File: config.mk
export PLATFORM = sky130hd
export DESIGN_NAME = f2s_burst_arbiter
export DESIGN_NICKNAME = d
export VERILOG_FILES = /design/src/rtl/f2s_burst_arbiter.sv
export SDC_FILE = /design/constraint.sdc
export NUM_CORES = 1
export LEC_CHECK = 0
export CORE_AREA = 2 2 130 132
export DETAILED_ROUTE_END_ITERATION = 10
export DIE_AREA = 0 0 132 134
export HOLD_SLACK_MARGIN = 0.05
export PLACE_DENSITY = 0.59
export SKIP_LAST_GASP = 1
export SLEW_MARGIN = 15
export SYNTH_ARGS = -nofsm -noshare
export SYNTH_HDL_FRONTEND = slang
export SYNTH_SLANG_ARGS = --single-unit
File: constraint.sdc
create_clock -name clk -period 4.3 [get_ports clk]
set_input_delay 0.86 -clock clk [delete_from_list [all_inputs] [get_ports clk]]
set_output_delay 0.86 -clock clk [all_outputs]
set_load 0.02 [all_outputs]
File: src/rtl/f2s_burst_arbiter.sv
// f2s_burst_arbiter
// Two-master, burst-locked round-robin arbiter in front of the HPS
// FPGA-to-SDRAM Avalon-MM port. Ownership is held for a complete burst,
// including every returned read beat, so read data can never be misrouted.
// Optional build macro: F2S_ARB_STATS_EN adds per-master completed-burst
// counters (m0_burst_cnt, m1_burst_cnt).
module f2s_burst_arbiter #(
  parameter int ADDR_W = 30,
  parameter int DATA_W = 32,
  parameter int BC_W   = 8
) (
  input  logic                  clk,
  input  logic                  rst_n,
  // master 0
  input  logic [ADDR_W-1:0]     m0_address,
  input  logic [BC_W-1:0]       m0_burstcount,
  input  logic                  m0_read,
  input  logic                  m0_write,
  input  logic [DATA_W-1:0]     m0_writedata,
  input  logic [DATA_W/8-1:0]   m0_byteenable,
  output logic                  m0_waitrequest,
  output logic [DATA_W-1:0]     m0_readdata,
  output logic                  m0_readdatavalid,
  // master 1
  input  logic [ADDR_W-1:0]     m1_address,
  input  logic [BC_W-1:0]       m1_burstcount,
  input  logic                  m1_read,
  input  logic                  m1_write,
  input  logic [DATA_W-1:0]     m1_writedata,
  input  logic [DATA_W/8-1:0]   m1_byteenable,
  output logic                  m1_waitrequest,
  output logic [DATA_W-1:0]     m1_readdata,
  output logic                  m1_readdatavalid,
  // shared f2s port
  output logic [ADDR_W-1:0]     f2s_address,
  output logic [BC_W-1:0]       f2s_burstcount,
  output logic                  f2s_read,
  output logic                  f2s_write,
  output logic [DATA_W-1:0]     f2s_writedata,
  output logic [DATA_W/8-1:0]   f2s_byteenable,
  input  logic                  f2s_waitrequest,
  input  logic [DATA_W-1:0]     f2s_readdata,
  input  logic                  f2s_readdatavalid
`ifdef F2S_ARB_STATS_EN
  ,
  output logic [31:0]           m0_burst_cnt,
  output logic [31:0]           m1_burst_cnt
`endif
);

  typedef enum logic [1:0] {
    IDLE     = 2'd0,
    WR_BURST = 2'd1,
    RD_CMD   = 2'd2,
    RD_DATA  = 2'd3
  } state_t;

  state_t            state_q, state_d;
  logic              owner_q, owner_d;   // 0 = m0, 1 = m1
  logic              prio_q, prio_d;     // master favoured on a tie
  logic [BC_W-1:0]   beat_cnt_q, beat_cnt_d;
  logic [BC_W-1:0]   burst_len_q, burst_len_d;
  logic [BC_W-1:0]   rd_rem_q, rd_rem_d;
  logic              burst_done;

  logic              req0, req1, grant, grant_wr;
  logic [ADDR_W-1:0] sel_address;
  logic [BC_W-1:0]   sel_burstcount;
  logic              sel_read, sel_write;
  logic [DATA_W-1:0] sel_writedata;
  logic [DATA_W/8-1:0] sel_byteenable;
  logic              wr_acc, rd_acc, owner_wait;
  logic [BC_W-1:0]   wr_len;

  // A burstcount of zero means a single beat
  function automatic logic [BC_W-1:0] bc_eff(input logic [BC_W-1:0] bc);
    return (bc == '0) ? BC_W'(1) : bc;
  endfunction

  // Owner-selected master signals and arbitration decision
  always_comb begin
    sel_address    = owner_q ? m1_address    : m0_address;
    sel_burstcount = owner_q ? m1_burstcount : m0_burstcount;
    sel_read       = owner_q ? m1_read       : m0_read;
    sel_write      = owner_q ? m1_write      : m0_write;
    sel_writedata  = owner_q ? m1_writedata  : m0_writedata;
    sel_byteenable = owner_q ? m1_byteenable : m0_byteenable;
    req0           = m0_read | m0_write;
    req1           = m1_read | m1_write;
    grant          = (req0 && req1) ? prio_q : req1;
    grant_wr       = grant ? m1_write : m0_write;
    wr_acc         = (state_q == WR_BURST) && sel_write && !f2s_waitrequest;
    rd_acc         = (state_q == RD_CMD) && sel_read && !f2s_waitrequest;
    // Length comes from the first accepted beat; later beats use the latch
    wr_len         = (beat_cnt_q == '0) ? bc_eff(sel_burstcount) : burst_len_q;
  end

  // State, owner, pointer and beat counters
  always_ff @(posedge clk or negedge rst_n) begin
    if (!rst_n) begin
      state_q     <= IDLE;
      owner_q     <= 1'b0;
      prio_q      <= 1'b0;
      beat_cnt_q  <= '0;
      burst_len_q <= '0;
      rd_rem_q    <= '0;
    end else begin
      state_q     <= state_d;
      owner_q     <= owner_d;
      prio_q      <= prio_d;
      beat_cnt_q  <= beat_cnt_d;
      burst_len_q <= burst_len_d;
      rd_rem_q    <= rd_rem_d;
    end
  end

  // Next-state logic and all port-facing outputs
  always_comb begin
    state_d          = state_q;
    owner_d          = owner_q;
    prio_d           = prio_q;
    beat_cnt_d       = beat_cnt_q;
    burst_len_d      = burst_len_q;
    rd_rem_d         = rd_rem_q;
    burst_done       = 1'b0;
    owner_wait       = 1'b1;
    f2s_address      = '0;
    f2s_burstcount   = '0;
    f2s_read         = 1'b0;
    f2s_write        = 1'b0;
    f2s_writedata    = '0;
    f2s_byteenable   = '0;
    m0_readdatavalid = 1'b0;
    m1_readdatavalid = 1'b0;

    case (state_q)
      IDLE: begin
        beat_cnt_d = '0;
        if (req0 || req1) begin
          owner_d = grant;
          state_d = grant_wr ? WR_BURST : RD_CMD;
        end
      end

      WR_BURST: begin
        f2s_address    = sel_address;
        f2s_burstcount = sel_burstcount;
        f2s_write      = sel_write;
        f2s_writedata  = sel_writedata;
        f2s_byteenable = sel_byteenable;
        owner_wait     = f2s_waitrequest;
        if (wr_acc) begin
          if (beat_cnt_q == '0) burst_len_d = wr_len;
          if (beat_cnt_q == wr_len - BC_W'(1)) begin
            beat_cnt_d = '0;
            state_d    = IDLE;
            prio_d     = ~owner_q;
            burst_done = 1'b1;
          end else begin
            beat_cnt_d = beat_cnt_q + BC_W'(1);
          end
        end
      end

      RD_CMD: begin
        f2s_address    = sel_address;
        f2s_burstcount = sel_burstcount;
        f2s_read       = sel_read;
        owner_wait     = f2s_waitrequest;
        if (rd_acc) begin
          rd_rem_d = bc_eff(sel_burstcount);
          state_d  = RD_DATA;
        end
      end

      RD_DATA: begin
        if (f2s_readdatavalid) begin
          if (owner_q) m1_readdatavalid = 1'b1;
          else         m0_readdatavalid = 1'b1;
          rd_rem_d = rd_rem_q - BC_W'(1);
          if (rd_rem_q == BC_W'(1)) begin
            state_d    = IDLE;
            prio_d     = ~owner_q;
            burst_done = 1'b1;
          end
        end
      end

      default: state_d = IDLE;
    endcase

    m0_waitrequest = owner_q ? 1'b1 : owner_wait;
    m1_waitrequest = owner_q ? owner_wait : 1'b1;
  end

  // Read data is broadcast; only readdatavalid is owner-qualified
  always_comb begin
    m0_readdata = f2s_readdata;
    m1_readdata = f2s_readdata;
  end

`ifdef F2S_ARB_STATS_EN
  // Completed-burst counters, credited to the owner of the finishing burst
  always_ff @(posedge clk or negedge rst_n) begin
    if (!rst_n) begin
      m0_burst_cnt <= '0;
      m1_burst_cnt <= '0;
    end else if (burst_done) begin
      if (owner_q) m1_burst_cnt <= m1_burst_cnt + 32'd1;
      else         m0_burst_cnt <= m0_burst_cnt + 32'd1;
    end
  end
`endif

endmodule

After elaboration in Yosys (flattened, before gate mapping)
Cells that the tools add are included.
{"block": "word_totals", "register_bits": 28, "output_inout_bits": 144, "word_cells": 87}
{"block": "op_classes", "n_bitwise": 3, "add_sub_neg": 3, "n_reduce_logical": 20, "n_mux": 44, "eq_ne": 11}
{"cell": "32-bit 2-to-1 mux", "count": 2}
{"cell": "8-bit 2-to-1 mux", "count": 8}
{"cell": "30-bit 2-to-1 mux", "count": 2}
{"cell": "8-bit case mux with 2 select lines", "count": 2}
{"cell": "1-bit 2-to-1 mux", "count": 19}
{"cell": "8-bit logical NOT", "count": 2}
{"cell": "8-bit by 1-bit subtractor with 8-bit output, second input constant", "count": 2}
{"cell": "2-bit 2-to-1 mux", "count": 7}
{"cell": "2-bit inequality test, second input constant", "count": 5}
{"cell": "8-bit by 1-bit adder with 8-bit output, second input constant", "count": 1}
{"cell": "8-bit by 1-bit equality test with 1-bit output, second input constant", "count": 1}
{"cell": "8-bit equality test", "count": 1}
{"cell": "4-bit 2-to-1 mux", "count": 2}
{"cell": "2-bit case mux with 4 select lines", "count": 1}
{"cell": "3-bit AND reduction", "count": 2}
{"cell": "6-bit AND reduction", "count": 1}
{"cell": "2-bit nonzero test", "count": 3}
{"cell": "1-bit logical AND", "count": 5}
{"cell": "5-bit AND reduction", "count": 1}
{"cell": "2-bit equality test, second input constant", "count": 2}
{"cell": "2-bit AND reduction", "count": 2}
{"cell": "2-bit by 1-bit equality test with 1-bit output, second input constant", "count": 1}
{"cell": "2-bit logical NOT", "count": 1}
{"cell": "2-bit by 1-bit inequality test with 1-bit output, second input constant", "count": 1}
{"cell": "6 further kinds", "count": 7}

Depth between registers and ports, before layout
Gate-level depths: netlist (run 1).
{"block": "logic_depth", "depth_word": 9, "depth_mapped": 14, "ltp_nobuf": 14}

Worst setup path before layout (run 1)
Ideal clock, no wire load.
{"block": "synth_path", "kind": "input to register", "startpoint": "in m1_burstcount[4]", "endpoint": "reg state_q[0]", "arrival_time_ns": 3.330, "slack_ns": 0.842, "path_stages": 12, "path_buffers": 0, "path_cell_list": "or4b_1 > o22ai_1 > a21oi_1 > o21bai_1 > ha_1 > o21ai_0 > o22ai_1 > xnor2_1 > nor4_4 > nand3_1 > a21oi_2 > mux2_1"}
{"block": "synth_via", "elab_chain_len": 8}
{"item": "start: declaration", "line_no": "26", "text": "input logic [BC_W-1:0] m1_burstcount,"}
{"item": "8-bit 2-to-1 mux (*)", "line_no": "83", "text": "sel_burstcount = owner_q ? m1_burstcount : m0_burstcount;"}
{"item": "8-bit logical NOT", "line_no": "77", "text": "return (bc == '0) ? BC_W'(1) : bc;"}
{"item": "8-bit 2-to-1 mux (*)", "line_no": "77"}
{"item": "8-bit 2-to-1 mux (*)", "line_no": "95", "text": "wr_len = (beat_cnt_q == '0) ? bc_eff(sel_burstcount) : burst_len_q;"}
{"item": "8-bit by 1-bit subtractor with 8-bit output (*)", "line_no": "154", "text": "if (beat_cnt_q == wr_len - BC_W'(1)) begin"}
{"item": "8-bit equality test (*)", "line_no": "154"}
{"item": "2-bit by 1-bit inequality test with 1-bit output (no line) (*)"}
{"item": "6-bit AND reduction (no line) (*)"}
{"item": "end signal: assignment", "line_no": "108", "text": "state_q <= state_d;"}
{"item": "end: declaration", "line_no": "58", "text": "state_t state_q, state_d;"}
Every way passes the cells marked *; elsewhere a longest branch is shown, timed or not.
A chain may end at the register's enable or synchronous reset.

Worst setup path in the final report (run 1)
Same ends and word-level chain as after synthesis.

==> results of run 1 <==
[power by group]
part / total [uW] / switching, uW / internal [uW] / leakage [uW]
logic: 3350 / 1790 / 1560 / 0.00207
registers: 522 / 154 / 368 / 0.000355
clock network: 239 / 96.1 / 143 / 0.0000442
total: 4110 / 2040 / 2070 / 0.00247
[synth_stat cells (3+ instances only)]
library cell | instances | area [um^2]
nand2_1 | 29 | 108.9
buf_2 | 5 | 25.02
buf_4 | 64 | 480.5
nor4_1 | 3 | 18.77
a21oi_1 | 19 | 95.09
o21ai_1 | 3 | 15.01
dfrtp_1 | 28 | 700.7
xor2_1 | 5 | 43.79
and3_1 | 3 | 18.77
o21ai_0 | 24 | 120.1
nor3b_1 | 3 | 22.52
mux2i_1 | 76 | 760.7
or3_1 | 7 | 43.79
and2_1 | 3 | 18.77
ha_1 | 9 | 112.6
clkbuf_1 | 16 | 60.06
o31ai_1 | 4 | 30.03
nand2b_1 | 4 | 25.02
mux2_2 | 4 | 45.04
buf_1 | 4 | 15.01
nor2_1 | 48 | 180.2
a22o_1 | 3 | 26.28
xnor2_1 | 5 | 43.79
nor3_1 | 10 | 50.05
nand3_1 | 14 | 70.07
inv_1 | 10 | 37.54
nor2b_1 | 36 | 225.2
o22ai_1 | 7 | 43.79
[registers in the layout, indices dropped and copies added, names as in the netlist]
name / flops
beat_cnt_q: 8
burst_len_q: 8
rd_rem_q: 8
state_q: 2
owner_q: 1
prio_q: 1
[final cells by class]
class,instances,area share
Clock buffer,4,0.01448
Tap cell,220,0.04488
Antenna cell,6,0.002448
Multi-Input combinational cell,368,0.4188
Sequential cell,28,0.1149
Inverter,11,0.006732
Timing Repair Buffer,245,0.3978
[worst register-to-register path, cell delays in order (launching register included)]
cell	delay, ps
dfrtp_1	490
inv_1	230
ha_1	200
nor3b_2	150
buf_4	190
nand3_1	150
a21oi_1	200
o21bai_1	170
ha_1	260
o21ai_0	110
o22ai_1	210
xnor2_1	140
nor4_4	330
nand3_1	160
a21oi_2	220
mux2_1	360
[metrics by stage]
| stage | power, uW | std cells | area (um^2) |
|---|---|---|---|
| finish | 4111 | 882 | 6133 |
| global route | 4411 | 876 | 6118 |
| CTS | 4135 | 876 | 6118 |
| detailed placement | 3880 | 872 | 6030 |
| global placement | 3853 | 872 | 6030 |
| floorplan | 2652 | 498 | 3914 |
[cells by family (layout without fill, tap and decap cells)]
kind of cell	Yosys count	after routing	synth area share
other	0	6	0
adders and majority gates	9	9	0.02877
DFF	28	28	0.1790
AOI/OAI and AO/OA	84	84	0.1359
and+or+nand+nor	184	184	0.2606
xor gates and xnor gates	10	10	0.02238
buffers and inverters	102	260	0.1646
muxes	81	81	0.2088
[metal layers]
metal	routed length (um)	track usage
met5	61	0
met4	189	0.03019
met3	2073	0.08390
met2	7303	0.2789
met1	8541	0.2875
[final timing paths]
kind                                       start        endpoint  cells after the start
worst min register to register    burst_len_q[7]  burst_len_q[7]                      2
min in group asynchronous                  rst_n     rd_rem_q[6]                      1
max in group asynchronous                  rst_n     rd_rem_q[2]                      2
worst max register to register     beat_cnt_q[0]      state_q[0]                     15
worst min-delay path              burst_len_q[7]  burst_len_q[7]                      2
worst max-delay path            m1_burstcount[4]      state_q[0]                     13
==> impl_metrics.py, run 1 <==
metrics = {
    "sta": {
        "rsz0062_at_grt": "no",
        "max_slew_margin": 0.3042,
        "fin_worst_skew_ps": 7.662,
        "max_clock_freq_ghz": 0.2446,
        "finalHoldViolCount": 0,
        "layout_min_cycle_time_ps": 4088,
        "report.final.setup_viol": 0,
        "maxSlewViolCount": 0,
        "holdWs_ps": 516.2,
        "tns_ps": 0,
        "post-route-period-util": 0.9507,
        "worst_pin_slew_ps": 1043,
        "finalWorstSetupSlack_ps": 212.0,
    },
    "worst_setup_path": {
        "endpoint_kind": "flop",
        "crit_chain": "clkdlybuf4s50_1 > or4b_1 > o22ai_1 > a21oi_1 > o21bai_1 > ha_1 > o21ai_0 > o22ai_1 > xnor2_1 > nor4_4 > nand3_1 > a21oi_2 > mux2_1",
        "start_kind": "primary input",
        "crit_fanout": 4,
        "crit_buf_inv": 1,
        "criticalPathCategory": "primary input to flop",
        "cp_slowest_cell": "or4b_1",
        "cp.required_ps": 4450,
        "crit_arrival_ps": 4240,
        "cp_top_family": "compound AO/OA/AOI/OAI gates",
        "rrSetupSlack_ps": 620,
        "slowest_delay_ps": 540,
        "path_common_cell": "o22ai_1",
    },
    "synth": {
        "async_flop_share": 1.000,
        "syn_inst": 498,
        "yosysWarnings": 0,
        "syn_nets": 695,
        "yosys_most_used_dff": "dfrtp_1",
        "synthesis.area_um2": 3914,
        "ys_seq_area_frac": 0.1790,
        "ys_types": 68,
        "avgSynthCellArea_um2": 7.859,
        "synth_edf_count": 0,
        "ys_ff_latch": 28,
    },
    "clock_network": {
        "clock-sinks": 28,
        "clockRootBuffer": "clkbuf_16",
        "h-tree-depth": 1,
        "cts_tree": "built",
        "cts_buffers": 3,
        "clk_path_buf_depth": 2,
        "clk_transition_reported_paths_ps": 70,
        "hold_buffers": 0,
        "cts.repair.resized": 0,
        "clock_latency_ps": 270,
        "cts_setup_buffers": 0,
    },
    "final_layout": {
        "final_cell_mix": "235 x clkdlybuf4s50_1, 76 x mux2i_1, 48 x nor2_1",
        "multi_input_area_um2": 2569,
        "nFillCells": 1636,
        "fin_util": 0.3765,
        "area_growth_pct": 56.71,
        "layout-drive-gt1-share": 0.05488,
        "final_common_cell": "clkdlybuf4s50_1",
        "fin_nets": 854,
        "seq_area_um2": 704.4,
    },
    "routing": {
        "wl_per_cell_um": 20.60,
        "drc_errors": 0,
        "via_count": 4144,
        "drt-vias-per-instance": 4.698,
        "antenna_left": 0,
        "routed_wl_mm": 18.17,
        "firstDrtPassIters": 5,
        "drt_iter0_drc": 225,
    },
    "global_route": {
        "grt_pass1_wl_mm": 26.50,
        "antenna_found_initial": 9,
        "grt_start_max_net_pins": 76,
        "grt_pass1_vias": 4084,
        "overflow": 0,
        "grt.total_usage": 0.1993,
    },
    "pwr": {
        "pwr_density_cell_nw_per_um2": 670.3,
        "cellLeakagePower_uw": 0.002467,
        "ir_worst_vdd_uv": 413.4,
    },
    "placed_design": {
        "post-place-ws_ps": 1.841,
        "io_buffers": 235,
        "hpwl_mm": 15.24,
        "gp_congestion": 0.9651,
    },
    "run": {
        "cap_viol_max_count": 0,
    },
    "floorplan": {
        "fp.coreArea_um2": 16290,
        "fp.dieH_um": 134,
        "num_rows": 47,
        "die_w_um": 132,
        "start_util": 0.2403,
        "die-area_um2": 17690,
        "io_pins": 332,
    },
    "outcome": {
        "status": "complete, no violations",
    },
    "hold_path": {
        "min_path_type": "flop to flop",
    },
}
No activity file was read; power rests on OpenSTA's default activity.
==> inputs of run 2 (changes only) <==
--- a/config.mk
+++ b/config.mk
@@ -9,7 +9,7 @@
 export DETAILED_ROUTE_END_ITERATION = 10
 export DIE_AREA = 0 0 132 134
 export HOLD_SLACK_MARGIN = 0.05
-export PLACE_DENSITY = 0.59
+export PLACE_DENSITY = 0.71
 export SKIP_LAST_GASP = 1
 export SLEW_MARGIN = 15
 export SYNTH_ARGS = -nofsm -noshare
==> run 2 against run 1 <==
  * Register-to-register slack worse by 160 ps
  * Wire length decreased by 9.4%
  * Power fell by 1.5%
  * Sequential share of layout area grew 0.052 points
  * Sequential power increased by 1%
  * First-iteration DRC count decreased by 4.0%
  * Cell area decreased by 0.45%
  * Clock-buffer cell count unchanged
  * Setup slack improved by 61 ps
==> impl_metrics.py, run 2 (synthesis results as in run 1) <==
metrics = {
    "floorplan": {
        "fp.dieH_um": 134,
        "fp.coreArea_um2": 16290,
        "die-area_um2": 17690,
        "num_rows": 47,
        "io_pins": 332,
        "start_util": 0.2403,
        "die_w_um": 132,
    },
    "final_layout": {
        "fin_nets": 853,
        "area_growth_pct": 56.01,
        "final_cell_mix": "235 x clkdlybuf4s50_1, 76 x mux2i_1, 48 x nor2_1",
        "top_regs": "beat_cnt_q (8), burst_len_q (8), rd_rem_q (8)",
        "nFillCells": 1705,
        "final_common_cell": "clkdlybuf4s50_1",
        "fin_util": 0.3748,
        "layout-drive-gt1-share": 0.05344,
    },
    "routing": {
        "drt-vias-per-instance": 4.667,
        "wl_per_cell_um": 18.74,
        "via_count": 4098,
        "firstDrtPassIters": 4,
        "routed_wl_mm": 16.46,
        "antenna_left": 0,
        "drc_errors": 0,
        "drt_iter0_drc": 216,
    },
    "clock_network": {
        "cts.repair.resized": 0,
        "cts_buffers": 3,
        "cts_setup_buffers": 0,
        "clockRootBuffer": "clkbuf_16",
        "clk_transition_reported_paths_ps": 70,
        "hold_buffers": 0,
        "h-tree-depth": 1,
        "clock_latency_ps": 260,
        "clock-sinks": 28,
        "cts_tree": "built",
        "clk_path_buf_depth": 2,
    },
    "worst_setup_path": {
        "crit_buf_inv": 1,
        "crit_chain": "clkdlybuf4s50_1 > or4b_1 > o22ai_1 > a21oi_1 > o21bai_1 > ha_1 > o21ai_0 > o22ai_1 > xnor2_1 > nor4_4 > nand3_1 > a21oi_2 > mux2_1",
        "criticalPathCategory": "primary input to flop",
        "cp.required_ps": 4450,
        "cp-endpoint": "state_q[0]",
        "crit_fanout": 4,
        "cp.depth": 13,
        "rrSetupSlack_ps": 460,
        "reg2reg_to": "state_q[0]",
        "r2r-start": "beat_cnt_q[0]",
        "cp_slowest_cell": "or4b_1",
        "crit_arrival_ps": 4180,
        "cp_top_family": "simple AND/OR/NAND/NOR gates",
        "ff2ff_path_depth": 14,
        "crit_path_start": "m1_burstcount[4]",
        "path_common_cell": "o22ai_1",
        "slowest_delay_ps": 540,
        "start_kind": "primary input",
        "endpoint_kind": "flop",
    },
    "run": {
        "cap_viol_max_count": 0,
    },
    "outcome": {
        "status": "complete, no violations",
    },
    "pwr": {
        "ir_worst_vdd_uv": 279.8,
        "cellLeakagePower_uw": 0.002459,
        "pwr_density_cell_nw_per_um2": 663.5,
    },
    "sta": {
        "tns_ps": 0,
        "max_slew_margin": 0.2588,
        "post-route-period-util": 0.9365,
        "fin_worst_skew_ps": 2.671,
        "rsz0062_at_grt": "no",
        "worst_pin_slew_ps": 1111,
        "finalWorstSetupSlack_ps": 273.1,
        "layout_min_cycle_time_ps": 4027,
        "max_clock_freq_ghz": 0.2483,
        "maxSlewViolCount": 0,
        "finalHoldViolCount": 0,
        "report.final.setup_viol": 0,
    },
    "global_route": {
        "antenna_found_initial": 6,
        "grt_pass1_vias": 4035,
        "grt_pass1_wl_mm": 24.73,
        "grt_start_max_net_pins": 43,
        "overflow": 0,
        "grt.total_usage": 0.1811,
    },
    "placed_design": {
        "hpwl_mm": 13.72,
        "post-place-ws_ps": 26.41,
        "gp_congestion": 0.8726,
        "io_buffers": 235,
    },
    "hold_path": {
        "min_path_type": "flop to flop",
    },
}
## run 2: how the worst min path moves through the flow
stage	startpoint	endpoint	slack [ps]	cells after the start
3_3_place_gp	rd_rem_q[5]	rd_rem_q[5]	480	1
6_report	rd_rem_q[5]	rd_rem_q[5]	500	1
5_1_grt	rd_rem_q[5]	rd_rem_q[5]	510	1
3_5_place_dp	rd_rem_q[5]	rd_rem_q[5]	490	1
4_1_cts	rd_rem_q[5]	rd_rem_q[5]	510	1
2_1_floorplan	rd_rem_q[5]	rd_rem_q[5]	470	1
## run 2: per-stage QoR
step	area, um^2	instances	power, uW	hold slack (ps)
final	6106	878	4051	504.4
after global routing	6098	875	4342	511.2
after CTS	6098	875	4081	507.2
after detailed placement	6010	871	3830	489.7
after global placement	6010	871	3817	483.6
after floorplan	3914	498	2652	466.0
## run 2: area by class of cell
cell class	count	area [um^2]	share of cell area
inverter	11	41.29	0.006762
timing repair buffer	244	2420	0.3963
antenna	3	7.507	0.001230
tap	220	275.3	0.04508
sequential	28	704.4	0.1154
clock buffer	4	88.84	0.01455
multi-input combinational	368	2569	0.4207
## run 2: worst register-to-register path: stages (launching register included)
cell,delay [ps]
dfrtp_1,490
inv_1,210
ha_1,180
nor3b_2,460
nand3_1,260
a21oi_1,200
o21bai_1,150
ha_1,260
o21ai_0,130
o22ai_1,200
xnor2_1,130
nor4_4,350
nand3_1,160
a21oi_2,210
mux2_1,340
## run 2: report_power, final
group          total, uW  internal [uW]  switching, uW
clock network        238            143           95.1
logic               3280           1550           1730
registers            529            368            161
## run 2: per-layer routing
metal,wire (um),vias up,share of wire,global-route usage
met5,34,-,0.0021,0
met4,208,6,0.013,0.03140
met1,7317,1891,0.44,0.2411
met2,7201,175,0.44,0.2778
met3,1695,26,0.10,0.07483
li1,-,2000,-,-
==> inputs of run 3 (changes only) <==
--- a/config.mk
+++ b/config.mk
@@ -8,6 +8,7 @@
 export CORE_AREA = 2 2 130 132
 export DETAILED_ROUTE_END_ITERATION = 10
 export DIE_AREA = 0 0 132 134
+export GPL_ROUTABILITY_DRIVEN = 0
 export HOLD_SLACK_MARGIN = 0.05
 export PLACE_DENSITY = 0.71
 export SKIP_LAST_GASP = 1
==> run 3 against run 2 <==
  * Core utilization down 0.077 points
  * Die area unchanged
  * Critical path depth unchanged
  * Clock-buffer cell count unchanged
  * Flip-flop and latch count unchanged
  * Sequential power up 6.0%
  * Hold slack worse by 4.5 ps
  * Clock skew up 6.1 ps
  * Via count down 0.63%
  * Critical endpoint unchanged
  * Power down 0.84%
==> impl_metrics.py, run 3 (synthesis results as in run 1) <==
metrics = {
    "outcome": {
        "status": "complete, no violations",
    },
    "clock_network": {
        "clk_path_buf_depth": 2,
        "cts_tree": "built",
        "clk_transition_reported_paths_ps": 70,
        "cts_buffers": 3,
        "clock-sinks": 28,
        "cts.repair.resized": 0,
        "cts_setup_buffers": 0,
        "h-tree-depth": 1,
        "hold_buffers": 0,
        "clockRootBuffer": "clkbuf_16",
        "clock_latency_ps": 270,
    },
    "sta": {
        "max_clock_freq_ghz": 0.2525,
        "rsz0062_at_grt": "no",
        "post-route-period-util": 0.9210,
        "maxSlewViolCount": 0,
        "fin_worst_skew_ps": 8.729,
        "report.final.setup_viol": 0,
        "tns_ps": 0,
        "finalWorstSetupSlack_ps": 339.8,
        "layout_min_cycle_time_ps": 3960,
        "finalHoldViolCount": 0,
        "worst_pin_slew_ps": 1077,
        "max_slew_margin": 0.2810,
    },
    "worst_setup_path": {
        "start_kind": "primary input",
        "crit_fanout": 4,
        "cp_slowest_cell": "or4b_1",
        "ff2ff_path_depth": 14,
        "reg2reg_to": "state_q[0]",
        "rrSetupSlack_ps": 510,
        "slowest_delay_ps": 520,
        "endpoint_kind": "flop",
        "crit_chain": "clkdlybuf4s50_1 > or4b_1 > o22ai_1 > a21oi_1 > o21bai_1 > ha_1 > o21ai_0 > o22ai_1 > xnor2_1 > nor4_4 > nand3_1 > a21oi_2 > mux2_1",
        "crit_arrival_ps": 4110,
        "criticalPathCategory": "primary input to flop",
        "cp.required_ps": 4450,
        "path_common_cell": "o22ai_1",
        "r2r-start": "beat_cnt_q[0]",
    },
    "routing": {
        "drc_errors": 0,
        "wl_met2_mm": 7.047,
        "firstDrtPassIters": 4,
        "highest_layer": "met5",
        "wl_met3_mm": 2.038,
        "drt_iter0_drc": 209,
        "drt-vias-per-instance": 4.633,
        "wl_met1_mm": 6.947,
        "via_count": 4072,
        "routed_wl_mm": 16.33,
        "wl_per_cell_um": 18.58,
        "antenna_left": 0,
    },
    "final_layout": {
        "multi_input_area_um2": 2569,
        "fin_nets": 852,
        "layout-drive-gt1-share": 0.05046,
        "seq_area_um2": 704.4,
        "top_regs": "beat_cnt_q (8), burst_len_q (8), rd_rem_q (8)",
        "area_growth_pct": 55.69,
        "final_cell_count_no_fill": 879,
        "nFillCells": 1682,
        "final_common_cell": "clkdlybuf4s50_1",
        "final_cell_mix": "235 x clkdlybuf4s50_1, 76 x mux2i_1, 48 x nor2_1",
    },
    "placed_design": {
        "hpwl_mm": 13.66,
        "post-place-ws_ps": 85.72,
        "io_buffers": 235,
        "placed_cells": 870,
    },
    "pwr": {
        "pwr_density_cell_nw_per_um2": 659.2,
        "ir_worst_vdd_uv": 390.1,
        "cellLeakagePower_uw": 0.002447,
        "fin_total_pwr_uw": 4017,
    },
    "hold_path": {
        "min_from": "rd_rem_q[5]",
        "holdPathStages": 1,
        "min_path_type": "flop to flop",
        "whs_endpoint": "rd_rem_q[5]",
    },
    "global_route": {
        "grt_pass1_vias": 4041,
        "grt.total_usage": 0.1811,
        "grt_pass1_wl_mm": 24.70,
        "overflow": 0,
        "antenna_found_initial": 4,
        "grt_start_max_net_pins": 59,
    },
    "floorplan": {
        "fp.dieH_um": 134,
        "fp.coreArea_um2": 16290,
        "die-area_um2": 17690,
        "num_rows": 47,
        "io_pins": 332,
        "die_w_um": 132,
        "start_util": 0.2403,
    },
    "run": {
        "cap_viol_max_count": 0,
    },
}
-- run 3: how the worst max path moves through the flow --
stage,endpoint,start
2_1_floorplan,state_q[0],m1_burstcount[4]
3_3_place_gp,state_q[0],m1_burstcount[4]
3_5_place_dp,state_q[0],m1_burstcount[4]
4_1_cts,state_q[0],m1_burstcount[4]
5_1_grt,state_q[0],m1_burstcount[4]
6_report,state_q[0],m1_burstcount[4]
-- run 3: power by group --
group	switching, uW	total, uW	internal [uW]	leakage, uW
logic	1690	3230	1540	0.00205
clock network	94.7	222	127	0.0000382
registers	194	561	367	0.000355
-- run 3: worst max-delay path, delay by kind of cell --
family | cells | cell delay (ps)
multiplexers | 1 | 330
AND/OR/NAND/NOR | 3 | 1020
AO/OA/AOI/OAI | 6 | 1030
XOR/XNOR | 1 | 170
adder cells (fa/ha/maj) | 1 | 260
buffers and inverters | 1 | 450
-- run 3: through the flow --
stage / util / cell area [um^2] / hold slack [ps]
6_report: 0.3741 / 6093 / 499.9
5_1_grt: 0.3733 / 6081 / 516.4
4_1_cts: 0.3733 / 6081 / 509.1
3_5_place_dp: 0.3685 / 6002 / 493.0
3_3_place_gp: 0.3685 / 6002 / 483.2
2_1_floorplan: - / 3914 / 466.0
-- run 3: per-layer routing --
layer / vias up / global-route usage
met5: - / 0
met4: 4 / 0.04167
met3: 29 / 0.06992
met2: 211 / 0.2801
met1: 1817 / 0.2384
li1: 2011 / -
-- run 3: layout make-up --
| type | instances | area share |
|---|---|---|
| antenna | 5 | 0.002053 |
| inverter | 11 | 0.006776 |
| clock buffer | 4 | 0.01294 |
| timing repair buffer | 243 | 0.3959 |
| tap | 220 | 0.04517 |
| sequential | 28 | 0.1156 |
| multi-input combinational | 368 | 0.4216 |
